[src/rtl/recovery_arbiter.sv]
// recovery_arbiter: picks the oldest pending recovery event (exception,
// memory-order violation or branch mispredict) and sequences
// flush -> restore -> redirect, letting older events preempt younger ones.
// Optional counters: define RECOVERY_ARBITER_STATS_EN to add stat_* outputs.
module recovery_arbiter #(
  parameter int NUM_BR_PORTS   = 2,
  parameter int ROB_IDX_W      = 7,
  parameter int CKPT_W         = 3,
  parameter int RESTORE_CYCLES = 1
) (
  input  logic                             clk,
  input  logic                             rst,
  input  logic [ROB_IDX_W-1:0]             rob_head_idx,
  input  logic                             exc_valid,
  input  logic [31:0]                      exc_pc,
  input  logic [ROB_IDX_W-1:0]             exc_rob_idx,
  input  logic                             memv_valid,
  input  logic [31:0]                      memv_pc,
  input  logic [ROB_IDX_W-1:0]             memv_rob_idx,
  input  logic [NUM_BR_PORTS-1:0]          br_valid,
  input  logic [32*NUM_BR_PORTS-1:0]       br_pc,
  input  logic [ROB_IDX_W*NUM_BR_PORTS-1:0] br_rob_idx,
  input  logic [CKPT_W*NUM_BR_PORTS-1:0]   br_ckpt,
  output logic                             flush,
  output logic [ROB_IDX_W-1:0]             flush_rob_idx,
  output logic [1:0]                       flush_kind,
  output logic                             rat_restore,
  output logic [CKPT_W-1:0]                rat_restore_ckpt,
  output logic                             rat_arch_recover,
  output logic                             redirect_valid,
  output logic [31:0]                      redirect_pc,
  output logic                             busy,
  output logic                             preempt_pulse
`ifdef RECOVERY_ARBITER_STATS_EN
  ,
  output logic [15:0]                      stat_branch,
  output logic [15:0]                      stat_memory,
  output logic [15:0]                      stat_exception,
  output logic [15:0]                      stat_preempt
`endif
);

  typedef enum logic [1:0] {S_IDLE, S_FLUSH, S_RESTORE, S_REDIRECT} state_t;

  localparam logic [1:0] K_BR  = 2'b01;
  localparam logic [1:0] K_MEM = 2'b10;
  localparam logic [1:0] K_EXC = 2'b11;
  localparam int CNT_W = (RESTORE_CYCLES > 1) ? $clog2(RESTORE_CYCLES) : 1;
  localparam logic [CNT_W-1:0] CNT_LOAD = CNT_W'(RESTORE_CYCLES - 1);

  logic [NUM_BR_PORTS-1:0][31:0]           br_pc_a;
  logic [NUM_BR_PORTS-1:0][ROB_IDX_W-1:0]  br_idx_a;
  logic [NUM_BR_PORTS-1:0][CKPT_W-1:0]     br_ckpt_a;
  logic [NUM_BR_PORTS-1:0][ROB_IDX_W-1:0]  br_age;

  assign br_pc_a   = br_pc;
  assign br_idx_a  = br_rob_idx;
  assign br_ckpt_a = br_ckpt;

  state_t                state_q, state_d;
  logic [CNT_W-1:0]      cnt_q, cnt_d;
  logic [31:0]           pc_q, pc_d;
  logic [ROB_IDX_W-1:0]  idx_q, idx_d;
  logic [CKPT_W-1:0]     ckpt_q, ckpt_d;
  logic [1:0]            kind_q, kind_d;

  logic                  cand_valid, cand_exc;
  logic [1:0]            cand_kind;
  logic [31:0]           cand_pc;
  logic [ROB_IDX_W-1:0]  cand_idx, cand_age, cur_age, memv_age;
  logic [CKPT_W-1:0]     cand_ckpt;
  logic                  preempt, accept;

  // Age of every branch port relative to the current ROB head.
  always_comb begin
    for (int i = 0; i < NUM_BR_PORTS; i++) br_age[i] = br_idx_a[i] - rob_head_idx;
  end

  assign memv_age = memv_rob_idx - rob_head_idx;
  assign cur_age  = idx_q - rob_head_idx;

  // Oldest-event selection; strict '<' keeps memv ahead of branches and low ports ahead on ties.
  always_comb begin
    cand_valid = 1'b0;
    cand_exc   = 1'b0;
    cand_kind  = 2'b00;
    cand_pc    = '0;
    cand_idx   = '0;
    cand_ckpt  = '0;
    cand_age   = '0;
    if (exc_valid) begin
      cand_valid = 1'b1;
      cand_exc   = 1'b1;
      cand_kind  = K_EXC;
      cand_pc    = exc_pc;
      cand_idx   = exc_rob_idx;
      cand_age   = exc_rob_idx - rob_head_idx;
    end else begin
      if (memv_valid) begin
        cand_valid = 1'b1;
        cand_kind  = K_MEM;
        cand_pc    = memv_pc;
        cand_idx   = memv_rob_idx;
        cand_age   = memv_age;
      end
      for (int i = 0; i < NUM_BR_PORTS; i++) begin
        if (br_valid[i] && (!cand_valid || br_age[i] < cand_age)) begin
          cand_valid = 1'b1;
          cand_kind  = K_BR;
          cand_pc    = br_pc_a[i];
          cand_idx   = br_idx_a[i];
          cand_ckpt  = br_ckpt_a[i];
          cand_age   = br_age[i];
        end
      end
    end
  end

  // The in-flight age is recomputed against today's head, since the head moves while we sequence.
  assign preempt = ~rst && (state_q != S_IDLE) && cand_valid && (cand_exc || cand_age < cur_age);
  assign accept  = ((state_q == S_IDLE) && cand_valid) || preempt;

  // Next-state and latched-field computation; a new accepted event overrides normal progress.
  always_comb begin
    state_d = state_q;
    cnt_d   = cnt_q;
    pc_d    = pc_q;
    idx_d   = idx_q;
    ckpt_d  = ckpt_q;
    kind_d  = kind_q;
    case (state_q)
      S_FLUSH: begin
        state_d = (kind_q == K_MEM) ? S_REDIRECT : S_RESTORE;
        cnt_d   = CNT_LOAD;
      end
      S_RESTORE: begin
        if (cnt_q == '0) state_d = S_REDIRECT;
        else             cnt_d   = cnt_q - CNT_W'(1);
      end
      S_REDIRECT: state_d = S_IDLE;
      default: ;
    endcase
    if (accept) begin
      state_d = S_FLUSH;
      cnt_d   = CNT_LOAD;
      pc_d    = cand_pc;
      idx_d   = cand_idx;
      ckpt_d  = cand_ckpt;
      kind_d  = cand_kind;
    end
  end

`ifdef RECOVERY_ARBITER_STATS_EN
  logic [15:0] stat_branch_q, stat_branch_d;
  logic [15:0] stat_memory_q, stat_memory_d;
  logic [15:0] stat_exception_q, stat_exception_d;
  logic [15:0] stat_preempt_q, stat_preempt_d;

  // Saturating event counters, bumped on every entry into FLUSH and on preemption.
  always_comb begin
    stat_branch_d    = stat_branch_q;
    stat_memory_d    = stat_memory_q;
    stat_exception_d = stat_exception_q;
    stat_preempt_d   = stat_preempt_q;
    if (accept && cand_kind == K_BR  && stat_branch_q    != 16'hFFFF) stat_branch_d    = stat_branch_q + 16'd1;
    if (accept && cand_kind == K_MEM && stat_memory_q    != 16'hFFFF) stat_memory_d    = stat_memory_q + 16'd1;
    if (accept && cand_kind == K_EXC && stat_exception_q != 16'hFFFF) stat_exception_d = stat_exception_q + 16'd1;
    if (preempt && stat_preempt_q != 16'hFFFF) stat_preempt_d = stat_preempt_q + 16'd1;
  end

  // Counter registers, cleared by reset.
  always_ff @(posedge clk) begin
    if (rst) begin
      stat_branch_q    <= '0;
      stat_memory_q    <= '0;
      stat_exception_q <= '0;
      stat_preempt_q   <= '0;
    end else begin
      stat_branch_q    <= stat_branch_d;
      stat_memory_q    <= stat_memory_d;
      stat_exception_q <= stat_exception_d;
      stat_preempt_q   <= stat_preempt_d;
    end
  end

  assign stat_branch    = stat_branch_q;
  assign stat_memory    = stat_memory_q;
  assign stat_exception = stat_exception_q;
  assign stat_preempt   = stat_preempt_q;
`endif

  // Sequencer state and latched event fields.
  always_ff @(posedge clk) begin
    if (rst) begin
      state_q <= S_IDLE;
      cnt_q   <= '0;
      pc_q    <= '0;
      idx_q   <= '0;
      ckpt_q  <= '0;
      kind_q  <= '0;
    end else begin
      state_q <= state_d;
      cnt_q   <= cnt_d;
      pc_q    <= pc_d;
      idx_q   <= idx_d;
      ckpt_q  <= ckpt_d;
      kind_q  <= kind_d;
    end
  end

  // Outputs decode the registered state; a preempting cycle masks restore/redirect so the
  // stale event never reaches the RAT or fetch, while an in-progress flush still goes out.
  assign flush            = (state_q == S_FLUSH);
  assign flush_rob_idx    = flush ? idx_q  : '0;
  assign flush_kind       = flush ? kind_q : 2'b00;
  assign rat_restore      = (state_q == S_RESTORE) && (kind_q == K_BR) && !preempt;
  assign rat_restore_ckpt = rat_restore ? ckpt_q : '0;
  assign rat_arch_recover = (state_q == S_RESTORE) && (kind_q == K_EXC) && !preempt;
  assign redirect_valid   = (state_q == S_REDIRECT) && !preempt;
  assign redirect_pc      = redirect_valid ? pc_q : '0;
  assign busy             = (state_q != S_IDLE);
  assign preempt_pulse    = preempt;

endmodule

[config.mk]
export PLATFORM = sky130hd
export DESIGN_NAME = recovery_arbiter
export DESIGN_NICKNAME = d
export VERILOG_FILES = /design/src/rtl/recovery_arbiter.sv
export SDC_FILE = /design/constraint.sdc
export NUM_CORES = 1
export LEC_CHECK = 0
export CORE_MARGIN = 5
export CORE_UTILIZATION = 60
export CTS_BUF_LIST = sky130_fd_sc_hd__clkbuf_2
export DETAILED_ROUTE_END_ITERATION = 12
export DONT_BUFFER_PORTS = 1
export GPL_ROUTABILITY_DRIVEN = 0
export PLACE_DENSITY = 0.88
export REMOVE_ABC_BUFFERS = 1
export SLEW_MARGIN = 20
export SYNTH_ARGS = -nofsm -noshare
export SYNTH_HDL_FRONTEND = slang
export SYNTH_SLANG_ARGS = --single-unit
[constraint.sdc]
create_clock -name clk -period 31.4 [get_ports clk]
set_clock_uncertainty 0.1 [all_clocks]
set_input_delay 6.28 -clock clk [delete_from_list [all_inputs] [get_ports clk]]
set_output_delay 6.28 -clock clk [all_outputs]
set_load 0.005 [all_outputs]
Word level (Yosys, flattened, before mapping) --
Index checks and enable logic that the tools add are counted.
Word-level totals: bits in registers 47, latch bits 0, RAM bits 0, memory bits (read-only) 0, input bits 175, output and inout port bits 50, logic and storage cells 89, memories 0
Cells by class: add/subtract/negate cells 6, $mul 0, divide/modulo/power cells 0, order comparisons 3, equal/unequal tests 8, shifts and indexed selects 0, mux-type cells 38, bitwise gates (word level) 1, reduce and logical (&&, ||, !) cells 26
Operators with widths (count):
- $mux 32 | 5
- $mux 7 | 11
- $sub 7x7->7 | 5
- $lt 7x7->1 | 3
- $mux 2 | 6
- $mux 3 | 4
- $logic_and 1x1->1 | 11
- $mux 1 | 10
- $eq 2x2->1 const B | 4
- $pmux 2 s3 | 1
- $eq 2x1->1 const B | 2
- $logic_or 1x1->1 | 4
- $reduce_and 2->1 | 2
- $reduce_bool 2->1 | 2
- $reduce_bool 4->1 | 1
- $logic_not 1->1 | 3
- $ne 3x3->1 const B | 1
- $reduce_bool 3->1 | 1
- $logic_not 2->1 | 1
- $ne 2x2->1 const B | 1
- $pmux 1 s2 | 1
- $reduce_or 2->1 | 1
- $not 1->1 | 1
- $sub 1x1->1 const B | 1

Depth between registers and ports, before layout --
word-level depth 19, mapped depth 40, gate-level depth less buffers 34

Worst setup path before layout --
No wires, ideal clock.
path type input to output, start in rob_head_idx[1], end out redirect_pc[22], arrival 13.576 ns, required time 25.020 ns, path slack 11.444 ns, stages on the path 37, path buffers 6, path through inv_1 > fa_1 > a21o_1 > a21oi_1 > o21ai_0 > a21oi_1 > xnor2_1 > inv_1 > ha_1 > nand2_1 > o21a_1 > o221a_2 > buf_4 > clkbuf_1 > clkbuf_1 > nor4b_1 > nor2_1 > ha_1 > nand2_1 > o2111ai_2 > a2111oi_4 > a31oi_4 > and2_1 > buf_6 > clkbuf_1 > a211o_1 > o21ai_0 > ha_1 > a211oi_1 > o21a_1 > inv_1 > a211o_1 > a2111oi_4 > nor3_2 > o211a_2 > buf_2 > and2_1
On the way: word-level cells in the longest chain between the ends 19, elaborated cells on any way between the ends 29, those cells by class add/sub (5); order compare (3); mux (11); reduce/logical (10)
Ends and longest elaborated chain:
- start: declaration | line 13 | input logic [ROB_IDX_W-1:0] rob_head_idx,
- $sub 7x7->7 | line 79 | assign memv_age = memv_rob_idx - rob_head_idx;
- $mux 7 | line 99 | if (memv_valid) begin
- $mux 7 | line 91 | if (exc_valid) begin
- $lt 7x7->1 | line 107 | if (br_valid[i] && (!cand_valid || br_age[i] < cand_age)) begin
- $logic_or 1x1->1 | line 107
- $logic_and 1x1->1 | line 107
- $mux 7 / $mux 1 (equally long branches) | line 107
- $mux 7 / $mux 1 (equally long branches) | line 91
- (+4 left out)
- $mux 7 | line 91
- $lt 7x7->1 | line 120 | assign preempt = ~rst && (state_q != S_IDLE) && cand_valid && (cand_exc || cand_age < cur_age);
- $logic_or 1x1->1 | line 120
- $logic_and 1x1->1 * | line 120
- $logic_not 1->1 * | line 219 | assign redirect_valid = (state_q == S_REDIRECT) && !preempt;
- $logic_and 1x1->1 * | line 219
- net redirect_valid | line 30 | output logic redirect_valid,
- $mux 32 * | line 220 | assign redirect_pc = redirect_valid ? pc_q : '0;
- end: declaration | line 31 | output logic [31:0] redirect_pc,
Mark *: on every way through the listed nets, which the timed path passes. The rest lies on a longest branch. The select of a mux whose other input is x is not followed.

Worst setup path after layout --
start in rob_head_idx[1], end out redirect_pc[29]
Same word-level chain as after synthesis.

==> flow_summary.toml <==
[timing]
tightest_slew_ns = 1.00
hold_viol = 0
setup_tns_ns = 0
clock.fmax_ghz = 0.0464
rsz0062_at_grt = "false"
setup_viol = 0
fin_crit_ns = 21.55
fin_crit_sh_pct = 68.6
finalMaxSlewViolations = 0
slew_headroom_pct = 33.0

[routing]
drtPass1Iterations = 6
drt-vias-per-instance = 7.03
drc_errors = 0
ant_nets = 0
wl_per_cell_um = 21.3
vias = 5685
first_iter_violations = 697
wirelength_mm = 17.2

[critical_path]
arrival_ns = 15.17
crit_path_max_fanout = 52
cp-end-kind = "output pin"
critPathMaxStageDelay_ns = 0.67
start_kind = "input pin"
cp.required_ns = 25.02
cp_top_family = "compound AO/OA/AOI/OAI gates"
slowest_stage = "o221a_4"
rrSetupSlack_ns = 26.69
path_buf_inv = 5
worstSetupPathType = "in -> out"

[clock_tree]
cts.reportedPaths.clkPinSlew_ns = 0.21
holdBufCountCts = 0
cts.sinks = 46
numCtsBuffers = 5
post_cts_resized = 0
cts_tree = "built"
clk_latency_ns = 0.42
cts_root_buf = "clkbuf_2"
htreeDepth = 2
clockBufferDepth = 2
post-cts-setup-buffer-count = 0

[flow_run]
cap_violations = 0

[power_and_ir_drop]
p_leak_nw = 2.18
p_per_area_nw_per_um2 = 52.0
power.ir.vdd_worst_mv = 0.0298

[floorplanning]
dieArea_um2 = 11300
die_h_um = 106
std_cell_rows = 35
die_x_um = 106
core_area_um2 = 9150
start_util_pct = 60.9
ios = 225

[final_layout]
area_growth_pct = -0.404
layout-drive-gt1-share_pct = 4.02
post-route-util_pct = 60.6
instances_no_fill = 809
nets = 924

[synthesis]
async_reset_ff_share_pct = 0
synth_warnings = 0
netlist_area_um2 = 5570
yosys.cell_types.count = 56
synthTopCellsByArea = "dfxtp_1 17%, ha_1 11%, a221o_1 7.0%"
synth_top_area_cell = "dfxtp_1"
synth-main-ff-cell = "dfxtp_1"
netlist_instances = 752
synth-seq-cells = 46
synth_edf_count = 0
synth_top_cell_area_share_pct = 16.5
yosysSeqAreaShare_pct = 16.5
synth_area_per_cell_um2 = 7.41

[grt]
grt_max_degree = 95
grt_pass1_vias = 5612
grt_overflow = 0
antenna_found_initial = 0
grt_pass1_wl_mm = 27.2
gr-usage-all-layers_pct = 29.0

[status]
outcome = "complete, no violations"

[place]
numPortBuffers = 0
dp_hpwl_mm = 12.4
dp.cells = 800

[worst_hold_path]
hp-class = "reg -> reg"
==> per-layer routing <==
layer / vias to the layer above / part of all wire, % / track usage, %
li1: 2620 / - / -
met1: 2673 / 39 / 36.7
met2: 338 / 48 / 48.5
met3: 54 / 9.8 / 5.71
met4: 0 / 3.0 / 11.4
met5: - / 0 / 0
==> kinds of logic after synthesis <==
family                   synth area share (%)
AO/OA/AOI/OAI                            33.6
multiplexers                            0.562
adder cells (fa/ha/maj)                  12.6
XOR/XNOR                                 4.09
buffers and inverters                    7.59
AND/OR/NAND/NOR                          25.1
flip-flops                               16.5
==> stage by stage <==
stage          total power [mW]  instance area, um2  worst slack (ns)  hold WS, ns
2_1_floorplan             0.215                5290              9.94        0.337
3_3_place_gp              0.251                5490             10.07        0.347
3_5_place_dp              0.261                5490              9.61        0.349
4_1_cts                   0.288                5540              9.58        0.378
5_1_grt                   0.313                5550              9.17        0.392
6_report                  0.289                5550              9.85        0.378
==> worst paths after layout <==
check             cells past startpoint                    end                   from
setup / recovery                     33        redirect_pc[29]        rob_head_idx[1]
hold / removal                        2   pc_q[0]$_SDFFE_PP0P_   pc_q[0]$_SDFFE_PP0P_
setup reg to reg                     18  idx_q[5]$_SDFFE_PP0P_  idx_q[0]$_SDFFE_PP0P_
hold reg to reg                       2   pc_q[0]$_SDFFE_PP0P_   pc_q[0]$_SDFFE_PP0P_
==> flip-flops by register name (all words and copies together) (netlist names) <==
register  flops
pc_q         32
ckpt_q        3
kind_q        2
idx_q         7
state_q       2
==> layout make-up <==
| cell class | count | area (um2) |
|---|---|---|
| multi-input combinational | 601 | 4270 |
| fill | 846 | 3600 |
| sequential | 46 | 921 |
| inverter | 38 | 143 |
| tap | 111 | 139 |
| timing repair buffer | 4 | 30.0 |
| clock buffer | 5 | 25.0 |
| clock inverter | 3 | 21.3 |
| antenna | 1 | 2.50 |
==> cells in the mapped netlist, types with 4 or more instances <==
| master | number |
|---|---|
| o21ai_1 | 39 |
| nand2_1 | 96 |
| a21oi_1 | 63 |
| fa_1 | 5 |
| nor4b_1 | 4 |
| a221o_1 | 39 |
| a311o_1 | 38 |
| nor2_1 | 18 |
| a21o_1 | 17 |
| and2_1 | 40 |
| o21a_1 | 5 |
| nor3_1 | 8 |
| xnor2_1 | 15 |
| ha_1 | 48 |
| nor2b_1 | 4 |
| nand2b_1 | 40 |
| inv_1 | 38 |
| nor3b_1 | 5 |
| o21ai_0 | 16 |
| xor2_1 | 11 |
| buf_2 | 14 |
| dfxtp_1 | 46 |
| nand3_1 | 47 |
| clkbuf_1 | 51 |
==> worst register-to-register path, delay by kind of cell (launching register included) <==
family	cells	cell delay (ns)
adder cells (fa/ha/maj)	3	0.82
flip-flops	1	0.35
XOR/XNOR	1	0.15
AND/OR/NAND/NOR	3	0.41
buffers and inverters	3	0.45
AO/OA/AOI/OAI	8	2.32
==> cell usage in the layout, fill, tap and decap left out, types with 38 or more instances in the layout <==
cell       n
and2_1    40
a311o_1   38
dfxtp_1   46
nand2b_1  39
nand2_1   96
o21ai_1   38
a221o_1   39
inv_1     38
nand3_1   47
ha_1      48
a21oi_1   63
==> where the power goes <==
part           switching [mW]  leakage (nW)  internal, mW
Sequential            0.00896         0.382        0.0721
Clock                  0.0197        0.0289       0.00549
Combinational           0.111          1.77        0.0719
Total                   0.139          2.18         0.149
(Power assumes the default switching activity.)
